**config.mk**
```make
export PLATFORM = sky130hd
export DESIGN_NAME = io_uart_tx
export DESIGN_NICKNAME = d
export VERILOG_FILES = /design/src/rtl/uart_pkg.sv /design/src/rtl/uart_tx_fifo.sv /design/src/rtl/io_uart_tx.sv
export SDC_FILE = /design/constraint.sdc
export NUM_CORES = 1
export LEC_CHECK = 0
export ABC_AREA = 0
export BUFFER_PORTS_ARGS = -buffer_cell sky130_fd_sc_hd__buf_4
export CAP_MARGIN = 20
export CORE_MARGIN = 2
export CORE_UTILIZATION = 59
export DETAILED_ROUTE_END_ITERATION = 8
export HOLD_SLACK_MARGIN = 0.12
export PLACE_DENSITY = 0.91
export RECOVER_POWER = 50
export SLEW_MARGIN = 20
export SYNTH_ARGS = -nofsm -noshare
export SYNTH_HDL_FRONTEND = slang
export SYNTH_SLANG_ARGS = --single-unit
```
**constraint.sdc**
```tcl
create_clock -name clk -period 2.9 [get_ports clk]
set_input_delay 0.145 -clock clk [delete_from_list [all_inputs] [get_ports clk]]
set_output_delay 0.145 -clock clk [all_outputs]
set_load 0.005 [all_outputs]
```
**src/rtl/uart_pkg.sv**
```systemverilog
// Shared constants for the IO-bus UART transmitter: FSM state encoding,
// 8N1 frame constants and the bit-period clamp helper.
package uart_pkg;

    // FSM state encoding (2-bit, kept as plain constants for legacy tools)
    localparam logic [1:0] ST_IDLE  = 2'd0;
    localparam logic [1:0] ST_START = 2'd1;
    localparam logic [1:0] ST_DATA  = 2'd2;
    localparam logic [1:0] ST_STOP  = 2'd3;

    // Frame constants
    localparam int DATA_BITS  = 8;
    localparam int MIN_PERIOD = 2;

    // Effective bit period: the programmed term, but never shorter than MIN_PERIOD
    function automatic logic [15:0] bit_period(input logic [15:0] term);
        return (term < 16'(MIN_PERIOD)) ? 16'(MIN_PERIOD) : term;
    endfunction

endpackage : uart_pkg

```
**src/rtl/uart_tx_fifo.sv**
```systemverilog
// Byte buffer in front of the UART transmitter. DEPTH must be a power of two
// so the read/write pointers wrap naturally modulo DEPTH. A push into a full
// buffer is ignored unless a pop happens on the same edge.
module uart_tx_fifo #(
    parameter  int DEPTH = 2,
    localparam int PW    = (DEPTH > 1) ? $clog2(DEPTH) : 1,
    localparam int CW    = $clog2(DEPTH) + 1
) (
    input  logic          clk,
    input  logic          rst,
    input  logic          push,
    input  logic          pop,
    input  logic [7:0]    wr_data,
    output logic [7:0]    rd_data,
    output logic [CW-1:0] count,
    output logic          full,
    output logic          empty
);

    logic [7:0]    mem [DEPTH];
    logic [PW-1:0] wr_ptr_q, rd_ptr_q;
    logic [CW-1:0] count_q, count_d;
    logic          wr_en, rd_en;

    assign full    = (count_q == CW'(DEPTH));
    assign empty   = (count_q == '0);
    assign count   = count_q;
    assign rd_data = mem[rd_ptr_q];

    // A full buffer still accepts a write when the oldest entry leaves this edge
    assign wr_en = push & (~full | pop);
    assign rd_en = pop & ~empty;

    // Occupancy update: simultaneous push and pop leave the count unchanged
    always_comb begin
        // NOTE: every always_comb output gets a default first so no path can infer a latch.
        count_d = count_q;
        case ({wr_en, rd_en})
            2'b10:   count_d = count_q + CW'(1);
            2'b01:   count_d = count_q - CW'(1);
            default: count_d = count_q;
        endcase
    end

    // Pointers and count, cleared by reset
    always_ff @(posedge clk) begin
        // NOTE: sequential state uses non-blocking assignments so every flop samples pre-edge values.
        if (rst) begin
            wr_ptr_q <= '0;
            rd_ptr_q <= '0;
            count_q  <= '0;
        end else begin
            if (wr_en) wr_ptr_q <= wr_ptr_q + PW'(1);
            if (rd_en) rd_ptr_q <= rd_ptr_q + PW'(1);
            count_q <= count_d;
        end
    end

    // Storage array write port
    always_ff @(posedge clk) begin
        // NOTE: the data array is deliberately not reset; the pointers and count make stale entries unreachable.
        if (wr_en) mem[wr_ptr_q] <= wr_data;
    end

endmodule : uart_tx_fifo

```
**src/rtl/io_uart_tx.sv**
```systemverilog
// IO-bus UART transmitter, 8N1 framing, LSB first, idle-high line.
// Bytes are pushed into a small buffer and drained back-to-back by the
// IDLE/START/DATA/STOP frame FSM. The bit period is max(uart_term, 2) clocks,
// latched when a byte is popped so mid-frame changes apply to the next frame.
// Build option: define UART_TX_FIFO_EN to use a TX_DEPTH-entry FIFO; without
// it the buffer is fixed at 2 entries and TX_DEPTH has no effect.
module io_uart_tx
    import uart_pkg::*;
#(
    parameter int TX_DEPTH = 8
) (
    input  logic        clk,
    input  logic        rst,
    input  logic [7:0]  uart_io_char,
    input  logic        uart_io_we,
    output logic        uart_io_full,
    input  logic [15:0] uart_term,
    output logic        uart_tx,
    output logic        tx_busy,
    output logic        tx_overflow
);

`ifdef UART_TX_FIFO_EN
    localparam int DEPTH = TX_DEPTH;
`else
    // TX_DEPTH is ignored in this build; it is referenced only to stay part of the interface
    localparam int DEPTH = 2 + 0 * TX_DEPTH;
`endif
    localparam int CW = $clog2(DEPTH) + 1;

    logic [1:0]    state_q, state_d;
    logic [15:0]   timer_q, timer_d;
    logic [15:0]   period_q, period_d;
    logic [7:0]    shift_q, shift_d;
    logic [2:0]    bit_idx_q, bit_idx_d;
    logic          tx_q, line_d;
    logic          ovf_q;

    logic [7:0]    fifo_data;
    logic [CW-1:0] fifo_count;
    logic          fifo_full, fifo_empty;
    logic          pop, bit_done;

    uart_tx_fifo #(
        .DEPTH (DEPTH)
    ) u_fifo (
        .clk     (clk),
        .rst     (rst),
        .push    (uart_io_we),
        .pop     (pop),
        .wr_data (uart_io_char),
        .rd_data (fifo_data),
        .count   (fifo_count),
        .full    (fifo_full),
        .empty   (fifo_empty)
    );

    // Timer counts down from period-1; zero marks the last cycle of a bit
    assign bit_done = (timer_q == '0);

    // Pop when idle, or at the end of a stop bit so the next frame follows with no gap
    assign pop = ~fifo_empty & ((state_q == ST_IDLE) | ((state_q == ST_STOP) & bit_done));

    // One slot is kept free for the write already in flight behind the producer's sample
    assign uart_io_full = (fifo_count >= CW'(DEPTH - 1));
    assign tx_busy      = (state_q != ST_IDLE) | (fifo_count != '0);
    assign tx_overflow  = ovf_q;
    assign uart_tx      = tx_q;

    // Frame FSM, bit timer and shifter next-state
    always_comb begin
        state_d   = state_q;
        timer_d   = bit_done ? timer_q : timer_q - 16'd1;
        period_d  = period_q;
        shift_d   = shift_q;
        bit_idx_d = bit_idx_q;
        case (state_q)
            ST_START: begin
                if (bit_done) begin
                    state_d = ST_DATA;
                    timer_d = period_q - 16'd1;
                end
            end
            ST_DATA: begin
                if (bit_done) begin
                    timer_d   = period_q - 16'd1;
                    shift_d   = shift_q >> 1;
                    bit_idx_d = bit_idx_q + 3'd1;
                    if (bit_idx_q == 3'(DATA_BITS - 1)) state_d = ST_STOP;
                end
            end
            ST_STOP: begin
                if (bit_done) state_d = ST_IDLE;
            end
            default: ;
        endcase
        // A pop (from IDLE or end of STOP) loads the next frame
        if (pop) begin
            state_d   = ST_START;
            period_d  = bit_period(uart_term);
            timer_d   = bit_period(uart_term) - 16'd1;
            shift_d   = fifo_data;
            bit_idx_d = '0;
        end
    end

    // Line level implied by the current state, registered one cycle later
    always_comb begin
        line_d = 1'b1;
        case (state_q)
            ST_START: line_d = 1'b0;
            ST_DATA:  line_d = shift_q[0];
            default:  line_d = 1'b1;
        endcase
    end

    // Transmitter registers; reset returns the line to idle and drops the partial frame
    always_ff @(posedge clk) begin
        if (rst) begin
            state_q   <= ST_IDLE;
            timer_q   <= '0;
            period_q  <= 16'(MIN_PERIOD);
            shift_q   <= '0;
            bit_idx_q <= '0;
            tx_q      <= 1'b1;
            ovf_q     <= 1'b0;
        end else begin
            state_q   <= state_d;
            timer_q   <= timer_d;
            period_q  <= period_d;
            shift_q   <= shift_d;
            bit_idx_q <= bit_idx_d;
            tx_q      <= line_d;
            ovf_q     <= uart_io_we & fifo_full & ~pop;
        end
    end

endmodule : io_uart_tx

```
==> metrics.txt, run 1 <==
CP Capture Type=flip-flop; core area=6350 um2; synthesized area=between 3000 and 4000 um2; largest area contributor in the netlist=dfxtp_1; Slew @ Worst Pin=roughly 0.53 ns; antenna violations before repair=0; DRT iter0 DRCs=439; final worst setup slack=slightly above 0.1 ns; H-tree depth=3; Hold Crit Class=input port to flip-flop; via count=around 3700; top cells by area, synth=dfxtp_1, edfxtp_1, nand2_1, ha_1, a211oi_1; row cnt=29; hpwl dp=~6.5 mm; Setup Viol. Count Final=0; vias in the first global route=about 3600; All-Layer GR Usage=between 20% and 30%; Largest stage delay, worst path=approximately 0.55 ns; # port buffers=30; GPL Wtd Cong=0.907; Die H=between 80 and 90 um; Synthesis Warnings=0; Final Hold Viols=0; fin crit period=about 2.8 ns; post-DR vias/cell=6.40; Crit path max-delay family=simple AND/OR/NAND/NOR gates; Die ar.=7260 um2; FF+latch count, synth=68; Power, Total=4330 uW; Setup TNS Final=0 ns; share of cells above drive strength 1=between 15 and 20%; Worst EP required=between 3 and 4 ns; Post-synth ARST share=0%; first-pass detailed-route iteration total=5; setup bufs post-CTS=0; Syn-to-layout area delta=19.9%; worst path cell trace=dlygate4sd3_1, buf_4, nor4_2, buf_4, nand4_1, nor3_1, nor2_1, ha_1, nor2b_1, buf_4, nand4_1, xor2_1, a21oi_1, o21a_1; DRT antenna net count=0; post-place setup slack=around 0.27 ns; crit path max fanout=6; WL/cell=around 18 um; Arr. time, crit path=about 3 ns; Starting Density=approximately three fifths; worst path buffer plus inverter count=4; Leak=approximately 0.0017 uW; slowest cell on the critical path=dlygate4sd3_1; Cells after Synth=between 400 and 500; Ant. Diodes=0; I/O pin total=31; clk slew on worst S/H paths=approximately 0.080 ns; grt ovf=0; Final Skew=roughly 0.0068 ns; post-synthesis sequential area ratio=roughly 39%; Nets=about 540; CTS tree=done; Max Freq=358 MHz; Syn Area/Cell=between 8 and 9 um2; Post-synth top flop=dfxtp_1; Routed WL=about 11 mm; CP most frequent cell=buf_4; period utilization=between 90% and 100%; EDFF count, synth=16; peak supply drop=~0.00057 V; status=finished clean; Yosys top cell area share=between 20% and 30%; largest net degree at the start of global routing=a little under 50; startpoint types=input port; Max Cap Viol=0; TritonCTS Buffers=9; Root Buffer=clkbuf_8; clk sinks=between 60 and 70; Clock Path Buffers=2; library cells used by synthesis=between 50 and 60; Final Slew Violations=0; Mapped Nets=roughly 490; DRC viols=0; clk_lat worst skew=approximately 0.35 ns; first-pass GRT wire length=about 17 mm; CP Class=input port to flip-flop; die width=85.2 um; pwr dens=roughly 900 nW/um2; Rel. slew slack=between 60% and 70%
==> flip-flops by register name (all words and copies together) (netlist names), named ones only <==
signal and cells:
u_fifo.rd_ptr_q 1, u_fifo.mem 16, period_q 16, u_fifo.wr_ptr_q 1
state_q 2, u_fifo.count 2, bit_idx_q 3, uart_tx 1
tx_overflow 1, timer_q 16, shift_q 8
==> cells in the mapped netlist, types with 2 or more instances <==
cell	count
xor2_1	11
a311oi_1	9
o21a_1	6
dfxtp_1	52
o31ai_1	7
o21bai_1	2
or4b_1	2
o41ai_1	2
nand2b_1	4
or3_2	2
a211oi_1	21
mux2i_1	4
nor2_1	25
a21boi_0	4
clkbuf_1	14
nand2_1	70
a21oi_1	31
inv_1	17
or3_4	2
o21ai_0	6
nor4_1	9
mux2_2	3
nand4b_1	3
nand3_1	8
and2_0	2
nand4_1	5
edfxtp_1	16
o31a_2	3
and2_1	3
ha_1	14
xnor2_1	14
o211ai_1	4
a31oi_1	6
or4_1	8
o22ai_1	2
buf_2	8
nor2b_1	12
nor4_4	2
nor3_1	12
nor4_2	2
or3_1	7
==> metal layers <==
layer	track usage [%]	share of wire [%]	wire length, um	vias to the layer above
met4	12.6	2.1	223	0
met3	6.13	9.4	990	34
met2	48.2	49	5200	224
li1	-	-	-	1753
met1	38.2	39	4100	1733
met5	0	0	0	-
==> area by class of cell <==
class	instances	area [um2]
fillers	400	1680
repair buffers	66	554
inverters	18	67.6
clock inverters	7	83.8
flip-flops and latches	68	1520
well taps	77	96.3
multi-input cells	340	2220
clock buffers	9	124
==> cells by family (layout without fill, tap and decap cells) <==
logic type / Yosys count / in the layout / share of synthesized area (%)
AND/OR/NAND/NOR: 184 / 184 / 25.1
AO/OA/AOI/OAI: 110 / 110 / 19.3
flip-flops: 68 / 68 / 39.1
buffers and inverters: 42 / 100 / 4.44
XOR/XNOR: 25 / 25 / 5.63
adder cells (fa/ha/maj): 14 / 14 / 4.50
multiplexers: 7 / 7 / 1.90
==> metrics by stage <==
stage          area [um2]  util [%]  hold slack, ns  instances
6_report             4670      73.5           0.247        585
4_1_cts              4670      73.6           0.230        585
3_3_place_gp         4210      66.3           0.331        544
2_1_floorplan        3890         -           0.244        450
3_5_place_dp         4210      66.3           0.333        544
5_1_grt              4670      73.5           0.271        585
==> worst paths after layout <==
| check | startpoint | endpoint | slack, ns | depth (start not counted) |
|---|---|---|---|---|
| max reg2reg | timer_q[0] | timer_q[11] | 0.20 | 9 |
| max | uart_term[4] | timer_q[12] | 0.10 | 14 |
| min reg2reg | bit_idx_q[2] | bit_idx_q[2] | 0.48 | 2 |
| min | rst | u_fifo.count[0] | 0.25 | 2 |
==> placed cells by master (no fill, tap or decap), types with 5 or more instances in the layout <==
master / n
o21a_1: 6
or4_1: 8
o21ai_0: 6
clkbuf_4: 12
xor2_1: 11
a211oi_1: 21
dlygate4sd3_1: 25
o31ai_1: 7
inv_1: 17
dfxtp_1: 52
xnor2_1: 14
nor2b_1: 12
a21oi_1: 31
nor4_1: 8
nand2_1: 70
or3_1: 7
nand4_1: 5
nand3_1: 8
edfxtp_1: 16
clkbuf_8: 9
ha_1: 14
nor2_1: 25
a31oi_1: 7
a311oi_1: 9
buf_4: 28
nor3_1: 11
==> repair_timing <==
action / CTS / global route
resized for setup: 0 / 7
hold endpoints to repair: 34 / 0
endpoints found under the setup margin: 0 / 4
hold buffers: 25 / 0
==> power breakdown <==
group	internal, uW	total [uW]	switching [uW]
Sequential	1250	1560	314
Combinational	825	1940	1120
Clock	412	827	415
Total	2480	4330	1850
Note: power is estimated with default switching activity, not from simulation.
==> inputs of run 2 (changes only) <==
PLACE_DENSITY = 0.81   (was 0.91)
==> metrics.txt, run 2 (same netlist as run 1, synthesis figures left out) <==
Worst EP required=3.14 ns (was 3.15 ns); Syn-to-layout area delta=19.2% (was 19.9%); row cnt=29 (unchanged); top flop regs=period_q x16, timer_q x16, u_fifo.mem x16 (unchanged); top routing layer used=met4 (unchanged); Clock Path Buffers=2 (unchanged); via count=3640 (was 3744); startpoint types=input port (unchanged); core area=6350 um2 (unchanged); HP Start=rst (unchanged); first-pass detailed-route iteration total=5 (unchanged); most common cell after layout, fill and taps aside=nand2_1 (unchanged); Hold Crit Class=input port to flip-flop (unchanged); Root Buffer=clkbuf_8 (unchanged); Clock Power Share=18.7% (was 19.1%); cell count after placement=544 (unchanged); switching power=1820 uW (was 1850 uW); vias in the first global route=3523 (was 3558); flop2flop setup slack=0.28 ns (was 0.20 ns); Max Cap Viol=0 (unchanged); TritonCTS Buffers=9 (unchanged); Final Slew Violations=0 (unchanged); crit path max fanout=5 (was 6); setup bufs post-CTS=0 (unchanged); met3 WL=720 um (was 990 um); status=finished clean (unchanged); Max Freq=373 MHz (was 358 MHz); WL/cell=17.4 um (was 18.0 um); Hold Slack=0.254 ns (was 0.247 ns); die width=85.2 um (unchanged); grt ovf=0 (unchanged); largest net degree at the start of global routing=49 (unchanged); fin crit period=2.68 ns (was 2.80 ns); Starting Density=61.3% (unchanged); DRT iter0 DRCs=330 (was 439); pwr dens=925 nW/um2 (was 928 nW/um2); I/O pin total=31 (unchanged); Finished Core Util=73.1% (was 73.5%); Setup Viol. Count Final=0 (unchanged); Setup TNS Final=0 ns (unchanged); worst reg2reg startpoint=timer_q[0] (unchanged); RSZ-0062 raised after global routing=no; GPL Wtd Cong=0.949 (was 0.907); CTS tree=done (unchanged); Comb power frac=45.0% (was 44.9%); CP Capture Type=flip-flop (unchanged); post-DR vias/cell=6.22 (was 6.40); DRC viols=0 (unchanged); Die H=85.2 um (unchanged); H-tree depth=3 (unchanged); internal power=2470 uW (was 2480 uW); Final Hold Viols=0 (unchanged); M1 wire length=4.29 mm (was 4.10 mm); Reg power frac=36.2% (was 36.0%); Filler Cells Inserted=470 (was 400); Final Skew=0.00969 ns (was 0.00676 ns); DRT antenna net count=0 (unchanged); period utilization=92.5% (was 96.4%); first-pass GRT wire length=17.0 mm (about the same); share of cells above drive strength 1=15.0% (was 15.2%); hpwl dp=6.46 mm (was 6.47 mm); Rel. slew slack=64.6% (was 64.4%); antenna violations before repair=0 (unchanged); routed wl met2=4.96 mm (was 5.20 mm); CP Class=input port to flip-flop (unchanged); clk slew on worst S/H paths=0.08 ns (about the same); most frequent cells in the layout=nand2_1, dfxtp_1, a21oi_1 (unchanged); Arr. time, crit path=2.93 ns (was 3.04 ns); Die ar.=7260 um2 (unchanged); Routed WL=10.2 mm (was 10.5 mm); clk sinks=68 (unchanged); Slew @ Worst Pin=0.523 ns (was 0.527 ns); All-Layer GR Usage=29.6% (about the same); Switching Fraction=42.4% (was 42.7%); # port buffers=30 (unchanged); peak supply drop=0.000729 V (was 0.000572 V); Nets=544 (unchanged); Leak=0.00172 uW (was 0.00174 uW); Critical path origin=uart_term[10] (was uart_term[4]); Ant. Diodes=0 (unchanged); Layout Cells excl Fill=585 (unchanged); clk_lat worst skew=0.35 ns (about the same)
-- run 2: timing repair --
action / 4_1_cts / 5_1_grt
endpoints found under the setup margin: 0 / 2
resized for setup: 0 / 4
hold endpoints to repair: 34 / 0
hold buffers: 25 / 0
-- run 2: stage by stage --
stage	setup slack, ns	area, um2	power (uW)
2_1_floorplan	0.473	3890	2920
3_3_place_gp	0.374	4210	3370
3_5_place_dp	0.260	4210	3450
4_1_cts	0.221	4660	4300
5_1_grt	0.0106	4640	4590
6_report	0.218	4640	4290
-- run 2: power groups by stage --
stage	clock network (uW)	logic, uW	registers (uW)
after floorplan	0	1450	1470
after global placement	0	1830	1530
after detailed placement	0	1890	1560
after CTS	812	1950	1540
after global routing	854	2140	1590
final	804	1930	1560
-- run 2: final timing paths --
path                      to  cells after the start
max              timer_q[12]                     14
min          u_fifo.wr_ptr_q                      2
max reg2reg       timer_q[3]                      9
min reg2reg     bit_idx_q[1]                      2
-- run 2: routing by layer --
layer  GRT usage, %  up-vias
met5              0        -
met4           10.7        0
met3           5.35       22
met2           48.9      169
met1           38.9     1699
li1               -     1750
-- run 2: cell type report --
class | instances | area [um2] | area share, %
Multi-Input combinational cell | 340 | 2200 | 47.4
Tap cell | 77 | 96.3 | 2.08
Sequential cell | 68 | 1520 | 32.8
Inverter | 18 | 67.6 | 1.46
Clock buffer | 9 | 124 | 2.67
Timing Repair Buffer | 66 | 554 | 11.9
Clock inverter | 7 | 75.1 | 1.62
-- run 2: critical path, stage by stage --
cell and delay [ns]:
dlygate4sd3_1 0.55, buf_4 0.16, nor4_1 0.38, buf_4 0.19
nand4_1 0.12, nor3_1 0.21, nor2_1 0.07, ha_1 0.20
nor2b_1 0.15, buf_4 0.14, nand4_1 0.10, xor2_1 0.27
a21oi_1 0.11, o21a_1 0.13
